===== config.mk =====
export PLATFORM = sky130hd
export DESIGN_NAME = cpu_run_ctrl
export DESIGN_NICKNAME = d
export VERILOG_FILES = /design/src/rtl/cpu_ctrl_pkg.sv /design/src/rtl/cpu_run_ctrl_stop.sv /design/src/rtl/cpu_run_ctrl.sv
export SDC_FILE = /design/constraint.sdc
export NUM_CORES = 1
export LEC_CHECK = 0
export ABC_AREA = 1
export CAP_MARGIN = 20
export CELL_PAD_IN_SITES_DETAIL_PLACEMENT = 0
export CELL_PAD_IN_SITES_GLOBAL_PLACEMENT = 1
export CORE_ASPECT_RATIO = 0.5
export CORE_MARGIN = 2
export CORE_UTILIZATION = 25
export CTS_CLUSTER_DIAMETER = 200
export DETAILED_ROUTE_END_ITERATION = 8
export PLACE_DENSITY = 0.84
export RECOVER_POWER = 100
export SKIP_CTS_REPAIR_TIMING = 1
export SLEW_MARGIN = 0
export SYNTH_ARGS = -nofsm -noshare
export SYNTH_HDL_FRONTEND = slang
export SYNTH_HIERARCHICAL = 1
export SYNTH_SLANG_ARGS = --single-unit
export TNS_END_PERCENT = 10

===== constraint.sdc =====
create_clock -name clk_in -period 4.5 [get_ports clk_in]
set_input_delay 0.9 -clock clk_in [delete_from_list [all_inputs] [get_ports clk_in]]
set_output_delay 0.9 -clock clk_in [all_outputs]
set_load 0.01 [all_outputs]

===== src/rtl/cpu_ctrl_pkg.sv =====
`default_nettype none
// ============================================================================
// Module  : cpu_ctrl_pkg
// Purpose : Shared state encoding and sizing constants for CPU run control.
// Rev     : 1.0
// ============================================================================
package cpu_ctrl_pkg;

  localparam int DEF_NREGS   = 32;
  localparam int REG_AW      = 5;
  localparam int DEF_IMEM_AW = 11;

  typedef enum logic [2:0] {
    ST_IDLE = 3'd0,
    ST_LOAD = 3'd1,
    ST_RUN  = 3'd2,
    ST_DUMP = 3'd3,
    ST_DONE = 3'd4
  } state_t;

endpackage
`default_nettype wire


===== src/rtl/cpu_run_ctrl_stop.sv =====
`default_nettype none
// ============================================================================
// Module  : run_stop_unit
// Purpose : Saturating enabled-cycle counter and run stop-condition compare.
// Rev     : 1.0
// ============================================================================
module run_stop_unit
  import cpu_ctrl_pkg::*;
#(
  parameter int CNT_W = 32
) (
  input  logic             clk_in,
  input  logic             reset,
  input  logic             clr,
  input  logic             en,
  input  logic             abort,
  input  logic             halt_en,
  input  logic [31:0]      halt_pc,
  input  logic [31:0]      cpu_pc,
  input  logic [CNT_W-1:0] max_cycles,
  output logic             stop,
  output logic [CNT_W-1:0] cnt
);

  logic [CNT_W-1:0] r_cnt;
  logic             w_halt_hit;
  logic             w_limit_hit;

  always_ff @(posedge clk_in or posedge reset) begin
    if (reset) begin
      r_cnt <= '0;
    end else if (clr) begin
      r_cnt <= '0;
    end else if (en && (r_cnt != '1)) begin
      r_cnt <= r_cnt + CNT_W'(1);
    end
  end

  // Halt compare is on the PC about to execute, so that instruction never runs.
  assign w_halt_hit  = halt_en && (cpu_pc == halt_pc);
  assign w_limit_hit = (max_cycles != '0) && (r_cnt == max_cycles);
  assign stop        = abort || w_halt_hit || w_limit_hit;
  assign cnt         = r_cnt;

endmodule
`default_nettype wire


===== src/rtl/cpu_run_ctrl.sv =====
`default_nettype none
// ============================================================================
// Module  : cpu_run_ctrl
// Purpose : Load / run / dump sequencer around the single-cycle CPU core.
// Rev     : 1.0
// ============================================================================
module cpu_run_ctrl
  import cpu_ctrl_pkg::*;
#(
  parameter int IMEM_AW = DEF_IMEM_AW,
  parameter int CNT_W   = 32,
  parameter int NREGS   = DEF_NREGS
) (
  input  logic               clk_in,
  input  logic               reset,
  input  logic               load_go,
  input  logic               start,
  input  logic               clear,
  input  logic               abort,
  input  logic               step_mode,
  input  logic               step,
  input  logic [CNT_W-1:0]   max_cycles,
  input  logic               halt_en,
  input  logic [31:0]        halt_pc,
  input  logic [31:0]        cpu_pc,
  input  logic               ld_valid,
  input  logic               ld_last,
  input  logic [IMEM_AW-1:0] ld_addr,
  input  logic [31:0]        ld_data,
  output logic               ld_ready,
  output logic               imem_we,
  output logic [IMEM_AW-1:0] imem_waddr,
  output logic [31:0]        imem_wdata,
  output logic               cpu_rst,
  output logic               cpu_en,
  output logic [REG_AW-1:0]  rf_raddr,
  input  logic [31:0]        rf_rdata,
  output logic               dump_valid,
  input  logic               dump_ready,
  output logic [REG_AW-1:0]  dump_idx,
  output logic [31:0]        dump_data,
  output logic [CNT_W-1:0]   cycle_cnt,
  output logic               busy,
  output logic               done
);

  localparam logic [REG_AW-1:0] C_LAST_IDX = REG_AW'(NREGS - 1);

  state_t            r_state;
  state_t            w_next;
  logic              r_ld_ready;
  logic              r_cpu_rst;
  logic              r_dump_valid;
  logic              r_busy;
  logic              r_done;
  logic [REG_AW-1:0] r_dump_idx;
  logic              w_stop;
  logic              w_cand_en;
  logic              w_cpu_en;
  logic              w_run_clr;
  logic              w_dump_acc;
  logic              w_dump_last;

  assign w_run_clr   = (r_state == ST_IDLE) && start && !load_go;
  assign w_cand_en   = step_mode ? step : 1'b1;
  assign w_cpu_en    = (r_state == ST_RUN) && !w_stop && w_cand_en;
  assign w_dump_acc  = (r_state == ST_DUMP) && dump_ready;
  assign w_dump_last = (r_dump_idx == C_LAST_IDX);

  run_stop_unit #(
    .CNT_W (CNT_W)
  ) u_stop (
    .clk_in     (clk_in),
    .reset      (reset),
    .clr        (w_run_clr),
    .en         (w_cpu_en),
    .abort      (abort),
    .halt_en    (halt_en),
    .halt_pc    (halt_pc),
    .cpu_pc     (cpu_pc),
    .max_cycles (max_cycles),
    .stop       (w_stop),
    .cnt        (cycle_cnt)
  );

  always_ff @(posedge clk_in or posedge reset) begin
    if (reset) r_state <= ST_IDLE;
    else       r_state <= w_next;
  end

  always_comb begin
    w_next = r_state;
    case (r_state)
      ST_IDLE: begin
        if (load_go)    w_next = ST_LOAD;
        else if (start) w_next = ST_RUN;
      end
      ST_LOAD: if (ld_valid && ld_last)         w_next = ST_IDLE;
      ST_RUN:  if (w_stop)                      w_next = ST_DUMP;
      ST_DUMP: if (dump_ready && w_dump_last)   w_next = ST_DONE;
      ST_DONE: if (clear)                       w_next = ST_IDLE;
      default:                                  w_next = ST_IDLE;
    endcase
  end

  // Status outputs are registered from the next state so they track r_state.
  always_ff @(posedge clk_in or posedge reset) begin
    if (reset) begin
      r_cpu_rst    <= 1'b1;
      r_ld_ready   <= 1'b0;
      r_dump_valid <= 1'b0;
      r_busy       <= 1'b0;
      r_done       <= 1'b0;
      r_dump_idx   <= '0;
    end else begin
      r_cpu_rst    <= (w_next == ST_IDLE) || (w_next == ST_LOAD);
      r_ld_ready   <= (w_next == ST_LOAD);
      r_dump_valid <= (w_next == ST_DUMP);
      r_busy       <= (w_next == ST_LOAD) || (w_next == ST_RUN) || (w_next == ST_DUMP);
      r_done       <= (w_next == ST_DONE);
      if (w_dump_acc) begin
        r_dump_idx <= w_dump_last ? '0 : r_dump_idx + REG_AW'(1);
      end
    end
  end

  assign ld_ready   = r_ld_ready;
  assign imem_we    = r_ld_ready && ld_valid;
  assign imem_waddr = ld_addr;
  assign imem_wdata = ld_data;
  assign cpu_rst    = r_cpu_rst;
  assign cpu_en     = w_cpu_en;
  assign rf_raddr   = r_dump_idx;
  assign dump_valid = r_dump_valid;
  assign dump_idx   = r_dump_idx;
  assign dump_data  = rf_rdata;
  assign busy       = r_busy;
  assign done       = r_done;

endmodule
`default_nettype wire


# Yosys cells after proc, flatten, opt, wreduce, memory -nomap -nowiden
# Cells that the tools add are included.
classes:
  n_reduce_logical: 22
  eq_ne: 12
  add_sub_neg: 2
  n_mux: 11
op_table:
  columns: ["op", "n"]
  rows:
  - ["$eq 32x32->1", 2]
  - ["$mux 32", 2]
  - ["$add 32x1->32 const B", 1]
  - ["$ne 32x32->1 const B", 1]
  - ["$reduce_bool 32->1", 1]
  - ["$mux 3", 6]
  - ["$pmux 3 s5", 1]
  - ["$eq 3x2->1 const B", 4]
  - ["$logic_and 1x1->1", 11]
  - ["$eq 3x1->1 const B", 2]
  - ["$eq 3x3->1 const B", 2]
  - ["$logic_not 3->1", 2]
  - ["$add 5x1->5 const B", 1]
  - ["$eq 5x5->1 const B", 1]
  - ["$logic_or 1x1->1", 5]
  - ["$mux 5", 1]
  - ["$logic_not 1->1", 2]
  - ["$reduce_bool 2->1", 1]
  - ["$mux 1", 1]
word_totals:
  regBits: 45
  output_inout_bits: 124
  wordCells: 55
  in_bits: 183

# Longest topological paths before layout
# Gate-level depths: netlist of run 1.
depth:
  ltp_word: 10
  mapped_depth: 17
  mapped_depth_nobuf: 16

# Modules after synthesis
# Netlist of run 1, hierarchy kept.
by_module_without_submodules:
  columns: ["mod", "cells_each", "area_each_um2", "seq_area_each_um2", "n_inst"]
  rows:
  - ["run_stop_unit", 574, 3363.2, 800.8, 1]
  - ["cpu_run_ctrl", 157, 1251.2, 326.6, 1]

# Worst setup path after synthesis of run 1
# Ideal clock, no wire load.
synth_path:
  path_kind: "input-to-output"
  start: "in max_cycles[16]"
  end: "out cpu_en"
  n_path_buf: 0
  slack_ns: 1.878
  required_ns: 3.600
  stages: 7
  arrival_time_ns: 1.722
  cell_sequence: "nor3_1 -> nand4_1 -> nor2_1 -> nand2_1 -> nand3_1 -> nand3_1 -> nor2_1"
synth_via:
  elab_chain_cells: 6
  elab_cells_between_ends: 7
  cone_classes: "1 x eq/ne; 6 x reduce/logical"
synth_rtl:
  columns: ["element", "line", "source"]
  rows:
  - ["from (decl)", "cpu_run_ctrl.sv:22", "input logic [CNT_W-1:0] max_cycles,"]
  - ["$eq 32x32->1 or $reduce_bool 32->1 (tied branches)", "cpu_run_ctrl_stop.sv:41", "assign w_limit_hit = (max_cycles != '0) && (r_cnt == max_cycles);"]
  - ["$logic_and 1x1->1 *", "cpu_run_ctrl_stop.sv:41", null]
  - ["$logic_or 1x1->1 *", "cpu_run_ctrl_stop.sv:42", "assign stop = abort || w_halt_hit || w_limit_hit;"]
  - ["via w_stop", "cpu_run_ctrl.sv:57", "logic w_stop;"]
  - ["$logic_not 1->1 *", "cpu_run_ctrl.sv:66", "assign w_cpu_en = (r_state == ST_RUN) && !w_stop && w_cand_en;"]
  - ["$logic_and 1x1->1 * (2 in series)", "cpu_run_ctrl.sv:66", null]
  - ["to (decl)", "cpu_run_ctrl.sv:35", "output logic cpu_en,"]
# Mark *: on every way through the listed nets, which the timed path passes. The rest lies on a longest branch.

# Worst setup path in the final report of run 1
# Ends and elaborated chain as after synthesis.

==> results.md, run 1 <==
• register-to-register path setup slack: 1.17 ns
• share of the synthesized area in the top cell type: 23.9%
• Placer Congestion: 0.825
• Clock Skews: 0.00585 ns
• final critical-path required period: 4.05 ns
• DR vias: 4,525
• CP Data Required Time: 3.60 ns
• RSZ-0062 raised after global routing: no
• clock input transition at the sequential cells of the worst setup and hold paths: 0.06 ns
• Buffers on Ports: 156
• Hold Worst Slack: 0.558 ns
• core occupancy in the finished layout: 32.3%
• cell depth of the worst hold path: 2
• first-pass GRT wire length: 22,400 um
• timing startpoint of the critical path: max_cycles[16]
• GRT Total Usage: 14.5%
• largest stage delay on the critical path: 0.65 ns
• half-perimeter wire length after placement: 11,900 um
• total placed instance area: 5810 sq um
• Bufs and invs on worst path: 2
• category of the worst setup path capture point: primary output
• number of inserted filler cells in the final layout: 2,002
• reg-to-reg endpoint: u_stop/cnt[10]$_DFFE_PP0P_
• TritonCTS clock tree: yes
• result of the run: complete, no violations
• Std-Cell Rows: 35
• number of placed I/O pins: 307
• actual slew at the worst max-slew pin: 0.987 ns
• class of the worst hold path: reg2reg
• Yosys Warn Count: 6
• CP max stage cell: sky130_fd_sc_hd__dlygate4sd3_1
• startpoint class of the critical path: input port
• die area: 19,600 sq um
• Syn Area/Cell: 6.31 sq um
• Final Setup Violations: 0
• Clock Tree Buf Depth: 2
• count of nets left with antenna violations after detail routing: 0
• per-cell via count in the routed design: 4.33
• gate count after technology mapping: 731
• library cells used by synthesis: 32
• core outline area: 18,300 sq um
• Clk Latency, worst-skew pair: 0.29 ns
• Clock Tree Root: sky130_fd_sc_hd__clkbuf_16
• CTS buffer count: 5
• total wire length after detailed routing: 14,400 um
• worst-path maximum fanout: 2
• Hold Fails Final Rpt: 0
• vias in the first global route: 4,421
• path type of the worst setup path: in2out
• cell family with most CP delay: simple AND/OR/NAND/NOR gates
• net count after synthesis: 917
• placed instance count: 1,038
• largest net degree at the start of global routing: 28
• Min-Delay Endpoint: dump_idx[4]$_DFFE_PP0P_
• cell type with the largest total area after synthesis: sky130_fd_sc_hd__dfrtp_1
• Static Leak: 2.78 nW
• final cycle utilization of the critical path: 89.9%
• final antenna diode count: 0
• width of the chip: 196 um
• fraction of the yosys area taken by sequential cells: 24.4%
• number of antenna violations at the first check in global routing: 0
• tightest slew margin relative to the limit: 34.1%
• die height: 100 um
• GRT overflow: 0
• Setup TNS: 0 ns
• worst setup slack after placement: 0.458 ns
• max frequency: 247 MHz
• worst-path cell chain: clkdlybuf4s50_1 > nor3_1 > nand4_1 > nor2_1 > nand2_1 > nand3_1 > nand3_1 > nor2_1 > dlygate4sd3_1
• DRC violations left: 0
• Critical R2R Launch: r_state[2]$_DFF_PP0_
• Worst VDD drop: 0.000137 V
• net total in the final layout: 991
• areal power density over the cells: 348 nW/um^2
• Hold Startpoint: dump_idx[4]$_DFFE_PP0P_
• H-tree levels: 2
• number of max-cap violations: 0
• number of sinks handled by clock tree synthesis: 45
• Crit path arrival time: 3.15 ns
• flip-flop and latch count after synthesis: 45
• final cell area excluding filler cells: 5890 sq um
• first-pass iteration count of the detailed router: 4
• detailed router's first-iteration violation count: 210
• average wire length per cell after detail routing: 13.8 um
• netlist area before placement: 4610 sq um
• fin. max-slew vios: 0
• PnR Total Power: 2.05 mW
• count of cells along the worst register-to-register path: 8
• synth top area cells: sky130_fd_sc_hd__dfrtp_1, sky130_fd_sc_hd__nand2_1, sky130_fd_sc_hd__buf_4
• final non-filler cell total: 1,046
• final worst-path setup slack: 0.455 ns
• share of final-layout standard cells stronger than drive strength 1: 3.47%
• Initial Util: 25.3%
• layout overhead on the synthesized area: 27.6%
## cell usage in the layout (no fill, tap or decap), types with 3 or more instances in the layout
cell type,Yosys,final
sky130_fd_sc_hd__nand2_1,216,218
sky130_fd_sc_hd__o211ai_1,3,3
sky130_fd_sc_hd__nand4_1,19,19
sky130_fd_sc_hd__nand3_1,42,42
sky130_fd_sc_hd__clkbuf_16,0,5
sky130_fd_sc_hd__dlygate4sd3_1,0,52
sky130_fd_sc_hd__xnor2_1,39,39
sky130_fd_sc_hd__xor2_1,5,5
sky130_fd_sc_hd__nor3_1,2,3
sky130_fd_sc_hd__clkdlybuf4s50_1,0,104
sky130_fd_sc_hd__nand2_2,6,5
sky130_fd_sc_hd__nor2_1,86,88
sky130_fd_sc_hd__dfrtp_1,44,44
sky130_fd_sc_hd__o21ai_0,18,35
sky130_fd_sc_hd__inv_1,107,110
sky130_fd_sc_hd__nor2_2,10,9
sky130_fd_sc_hd__a21oi_1,9,9
sky130_fd_sc_hd__ha_1,3,3
## area by class of cell
type	instances	area [sq um]	share of cell area (%)
multi-input cells	485	2320	39.3
repair buffers	157	1570	26.6
flip-flops and latches	45	1130	19.1
inverters	111	417	7.07
well taps	240	300	5.10
clock buffers	6	129	2.19
clock inverters	2	35.0	0.595
## kinds of logic after synthesis
group	Yosys count	synth area share (%)
simple gates	388	36.0
xor+xnor	44	8.35
buf+inv	201	23.6
compound gates	50	6.78
fa+ha+maj	3	0.814
flops	45	24.4
## routing by layer
| layer | vias up | part of all wire [%] | track usage (%) |
|---|---|---|---|
| met5 | - | 0 | 0 |
| met1 | 2033 | 38 | 15.6 |
| met4 | 0 | 1.2 | 3.26 |
| met2 | 173 | 52 | 28.6 |
| met3 | 16 | 9.2 | 4.00 |
| li1 | 2303 | - | - |
## worst min-delay path, cell delays in order (launching register included)
cell,delay (ns)
sky130_fd_sc_hd__dfrtp_1,0.40
sky130_fd_sc_hd__nand2_1,0.07
sky130_fd_sc_hd__nand2_1,0.06
## how the worst max path moves through the flow
stage	endpoint	slack [ns]	depth (start not counted)
after global placement	cpu_en	0.48	9
after detailed placement	cpu_en	0.46	9
final	cpu_en	0.45	9
after global routing	u_stop/cnt[31]$_DFFE_PP0P_	0.25	13
after CTS	cpu_en	0.45	9
after floorplan	cpu_en	1.88	7
## state kept, by name, indices dropped and copies added, names as in the netlist
register,flops
u_stop/cnt,32
dump_idx,5
r_state,3
busy,1
cpu_rst,1
done,1
dump_valid,1
ld_ready,1
## where the power goes
| part | total [mW] | switching (mW) | internal [mW] |
|---|---|---|---|
| combinational | 0.907 | 0.462 | 0.446 |
| clock | 0.420 | 0.158 | 0.261 |
| sequential | 0.722 | 0.192 | 0.529 |
## cell usage after synthesis, drive strengths merged
| cell | instances |
|---|---|
| dfrtp | 44 |
| nor3 | 3 |
| o21ai | 37 |
| clkinv | 1 |
| or2 | 1 |
| buf | 89 |
| ha | 3 |
| nand4 | 19 |
| clkbuf | 1 |
| a21oi | 9 |
| nor2 | 98 |
| dfstp | 1 |
| nand3 | 42 |
| inv | 110 |
| a21boi | 1 |
| xnor2 | 39 |
| nand2 | 225 |
| o211ai | 3 |
| xor2 | 5 |
(Power assumes the default switching activity.)
==> inputs of run 2 (changes only) <==
--- a/config.mk
+++ b/config.mk
@@ -14,10 +14,12 @@
 export CORE_UTILIZATION = 25
 export CTS_CLUSTER_DIAMETER = 200
 export DETAILED_ROUTE_END_ITERATION = 8
+export HOLD_SLACK_MARGIN = 0.03
 export PLACE_DENSITY = 0.84
 export RECOVER_POWER = 100
 export SKIP_CTS_REPAIR_TIMING = 1
-export SLEW_MARGIN = 0
+export SKIP_LAST_GASP = 1
+export SLEW_MARGIN = 20
 export SYNTH_ARGS = -nofsm -noshare
 export SYNTH_HDL_FRONTEND = slang
 export SYNTH_HIERARCHICAL = 1
==> results of run 2 <==
Same layout as run 1: the final DEF is identical, and so are final timing and power.
==> inputs of run 3 (changes only) <==
==> constraint.sdc (replaced) <==
create_clock -name clk_in -period 4.79 [get_ports clk_in]
set_input_delay 0.958 -clock clk_in [delete_from_list [all_inputs] [get_ports clk_in]]
set_output_delay 0.958 -clock clk_in [all_outputs]
set_load 0.01 [all_outputs]
==> run 3 against run 2 <==
  * The run now ends with capacitance limit, slew limit left
  * First-iteration DRC count grew 1.4%
  * Combinational power is 4.4% lower
  * Sequential power decreased by 6.4%
  * Utilization increased by 0.068 points
  * Sequential share of layout area about the same
  * Power down 5.4%
  * Clock power shrank 6.2%
  * Global-route usage is 0.30 points higher
  * Largest power group unchanged
  * Worst hold slack worse by 0.0023 ns
==> results.md, run 3 (synthesis gave the netlist of run 1 again) <==
• actual slew at the worst max-slew pin: 1.84 ns, +0.854 ns
• worst-path maximum fanout: 2, unchanged
• half-perimeter wire length after placement: 11,900 um, -0.21%
• Clock Tree Buf Depth: 2, unchanged
• most common cell after layout, fill and taps aside: sky130_fd_sc_hd__nand2_1
• worst setup slack after placement: 0.632 ns, +0.175 ns
• detailed router's first-iteration violation count: 213, +1.4%
• Hold Fails Final Rpt: 0, unchanged
• first-pass iteration count of the detailed router: 5, +1
• die area: 19,600 sq um, unchanged
• CP max stage cell: sky130_fd_sc_hd__dlygate4sd3_1
• final antenna diode count: 0, unchanged
• final critical-path required period: 4.31 ns
• share of final-layout standard cells stronger than drive strength 1: 3.85%, +0.37 points
• core outline area: 18,300 sq um, unchanged
• final cycle utilization of the critical path: 89.9%
• first-pass GRT wire length: 23,000 um, +2.5%
• per-cell via count in the routed design: 4.34, +0.42%
• total wire length after detailed routing: 14,500 um, +0.71%
• Static Leak: 2.78 nW, about the same
• worst-path cell chain: dlygate4sd3_1 > nor3_1 > nand4_1 > nor2_1 > nand2_1 > nand3_1 > nand3_1 > nor2_1 > dlygate4sd3_1
• path type of the worst setup path: in2out
• tightest slew margin relative to the limit: -22.7%, -57 points
• flip-flop count of the largest register, all copies and words added: 32, unchanged
• count of nets left with antenna violations after detail routing: 0, unchanged
• fin. max-slew vios: 33, +33
• die height: 100 um, unchanged
• Worst VDD drop: 0.000131 V, -3.8%
• CTS buffer count: 5, unchanged
• number of sinks handled by clock tree synthesis: 45, unchanged
• Final Setup Violations: 0, unchanged
• net total in the final layout: 991, unchanged
• Crit path arrival time: 3.35 ns, +0.20 ns
• DRC violations left: 0, unchanged
• result of the run: complete, but fails checks
• class of the worst hold path: reg2reg
• clock input transition at the sequential cells of the worst setup and hold paths: 0.06 ns, about the same
• failing checks: capacitance limit, slew limit
• DR vias: 4,544, +0.42%
• leading cell types in the layout, fill and taps excluded: sky130_fd_sc_hd__nand2_1, sky130_fd_sc_hd__inv_1, sky130_fd_sc_hd__clkdlybuf4s50_1
• H-tree levels: 2, unchanged
• vias in the first global route: 4,598, +4.0%
• average wire length per cell after detail routing: 13.9 um, +0.71%
• number of placed I/O pins: 307, unchanged
• areal power density over the cells: 328 nW/um^2, -5.6%
• GRT Total Usage: 14.8%, +0.30 points
• RSZ-0062 raised after global routing: no
• number of antenna violations at the first check in global routing: 0, unchanged
• Placer Congestion: 0.818, -0.76%
• largest stage delay on the critical path: 0.65 ns, about the same
• startpoint class of the critical path: input port
• max frequency: 232 MHz
• number of max-cap violations: 1, +1
• Buffers on Ports: 156, unchanged
• category of the worst setup path capture point: primary output
• CP Data Required Time: 3.83 ns, +0.23 ns
• Clk Latency, worst-skew pair: 0.29 ns, about the same
• largest net degree at the start of global routing: 33, +18%
• Setup TNS: 0 ns, unchanged
• GRT overflow: 0, unchanged
• Std-Cell Rows: 35, unchanged
• layout overhead on the synthesized area: 27.9%
• Clock Tree Root: sky130_fd_sc_hd__clkbuf_16
• final worst-path setup slack: 0.485 ns, +0.0301 ns
• TritonCTS clock tree: yes
• width of the chip: 196 um, unchanged
• Clock Skews: 0.0124 ns, +0.00652 ns
• Initial Util: 25.3%, unchanged
-- run 3: critical path, delay by kind of cell --
kind	cells	cell delay, ns
simple gates	7	1.17
buf+inv	2	1.23
-- run 3: power breakdown --
group | total, mW | switching (mW) | internal [mW]
registers | 0.676 | 0.179 | 0.497
logic | 0.867 | 0.445 | 0.422
clock network | 0.394 | 0.149 | 0.246
total | 1.94 | 0.773 | 1.16
-- run 3: final cells by class --
cell class                      instances  area (sq um)
Sequential cell                        45          1130
Timing Repair Buffer                  157          1570
Clock inverter                          2          35.0
Multi-Input combinational cell        485          2330
Clock buffer                            6           129
Inverter                              111           418
Fill cell                            2018         12400
Tap cell                              240           300
-- run 3: per-layer routing --
metal	share of wire, %	wire length [um]	track usage (%)
met1	38	5540	15.6
met2	52	7560	29.7
met3	8.5	1230	3.97
met5	0	0	0
met4	1.3	186	3.38
-- run 3: metrics by stage --
step | hold slack, ns | total power, mW | std cells | utilization, % | cell area [sq um]
global route | 0.621 | 2.10 | 1046 | 32.3 | 5900
floorplan | 0.548 | 1.27 | 731 | - | 4610
detailed placement | 0.558 | 1.67 | 1038 | 31.8 | 5810
finish | 0.555 | 1.94 | 1046 | 32.3 | 5900
CTS | 0.571 | 2.08 | 1046 | 32.7 | 5980
global placement | 0.548 | 1.66 | 1038 | 31.8 | 5810
-- run 3: worst paths after layout --
kind / slack, ns / cells past startpoint / endpoint / start
max: 0.48 / 9 / cpu_en / max_cycles[16]
min: 0.56 / 2 / dump_idx[3]$_DFFE_PP0P_ / dump_idx[3]$_DFFE_PP0P_
max reg2reg: 1.73 / 7 / u_stop/cnt[10]$_DFFE_PP0P_ / r_state[2]$_DFF_PP0_
min reg2reg: 0.56 / 2 / dump_idx[3]$_DFFE_PP0P_ / dump_idx[3]$_DFFE_PP0P_
max in group asynchronous: 1.94 / 3 / u_stop/cnt[3]$_DFFE_PP0P_ / reset
min in group asynchronous: 1.18 / 2 / dump_idx[2]$_DFFE_PP0P_ / reset
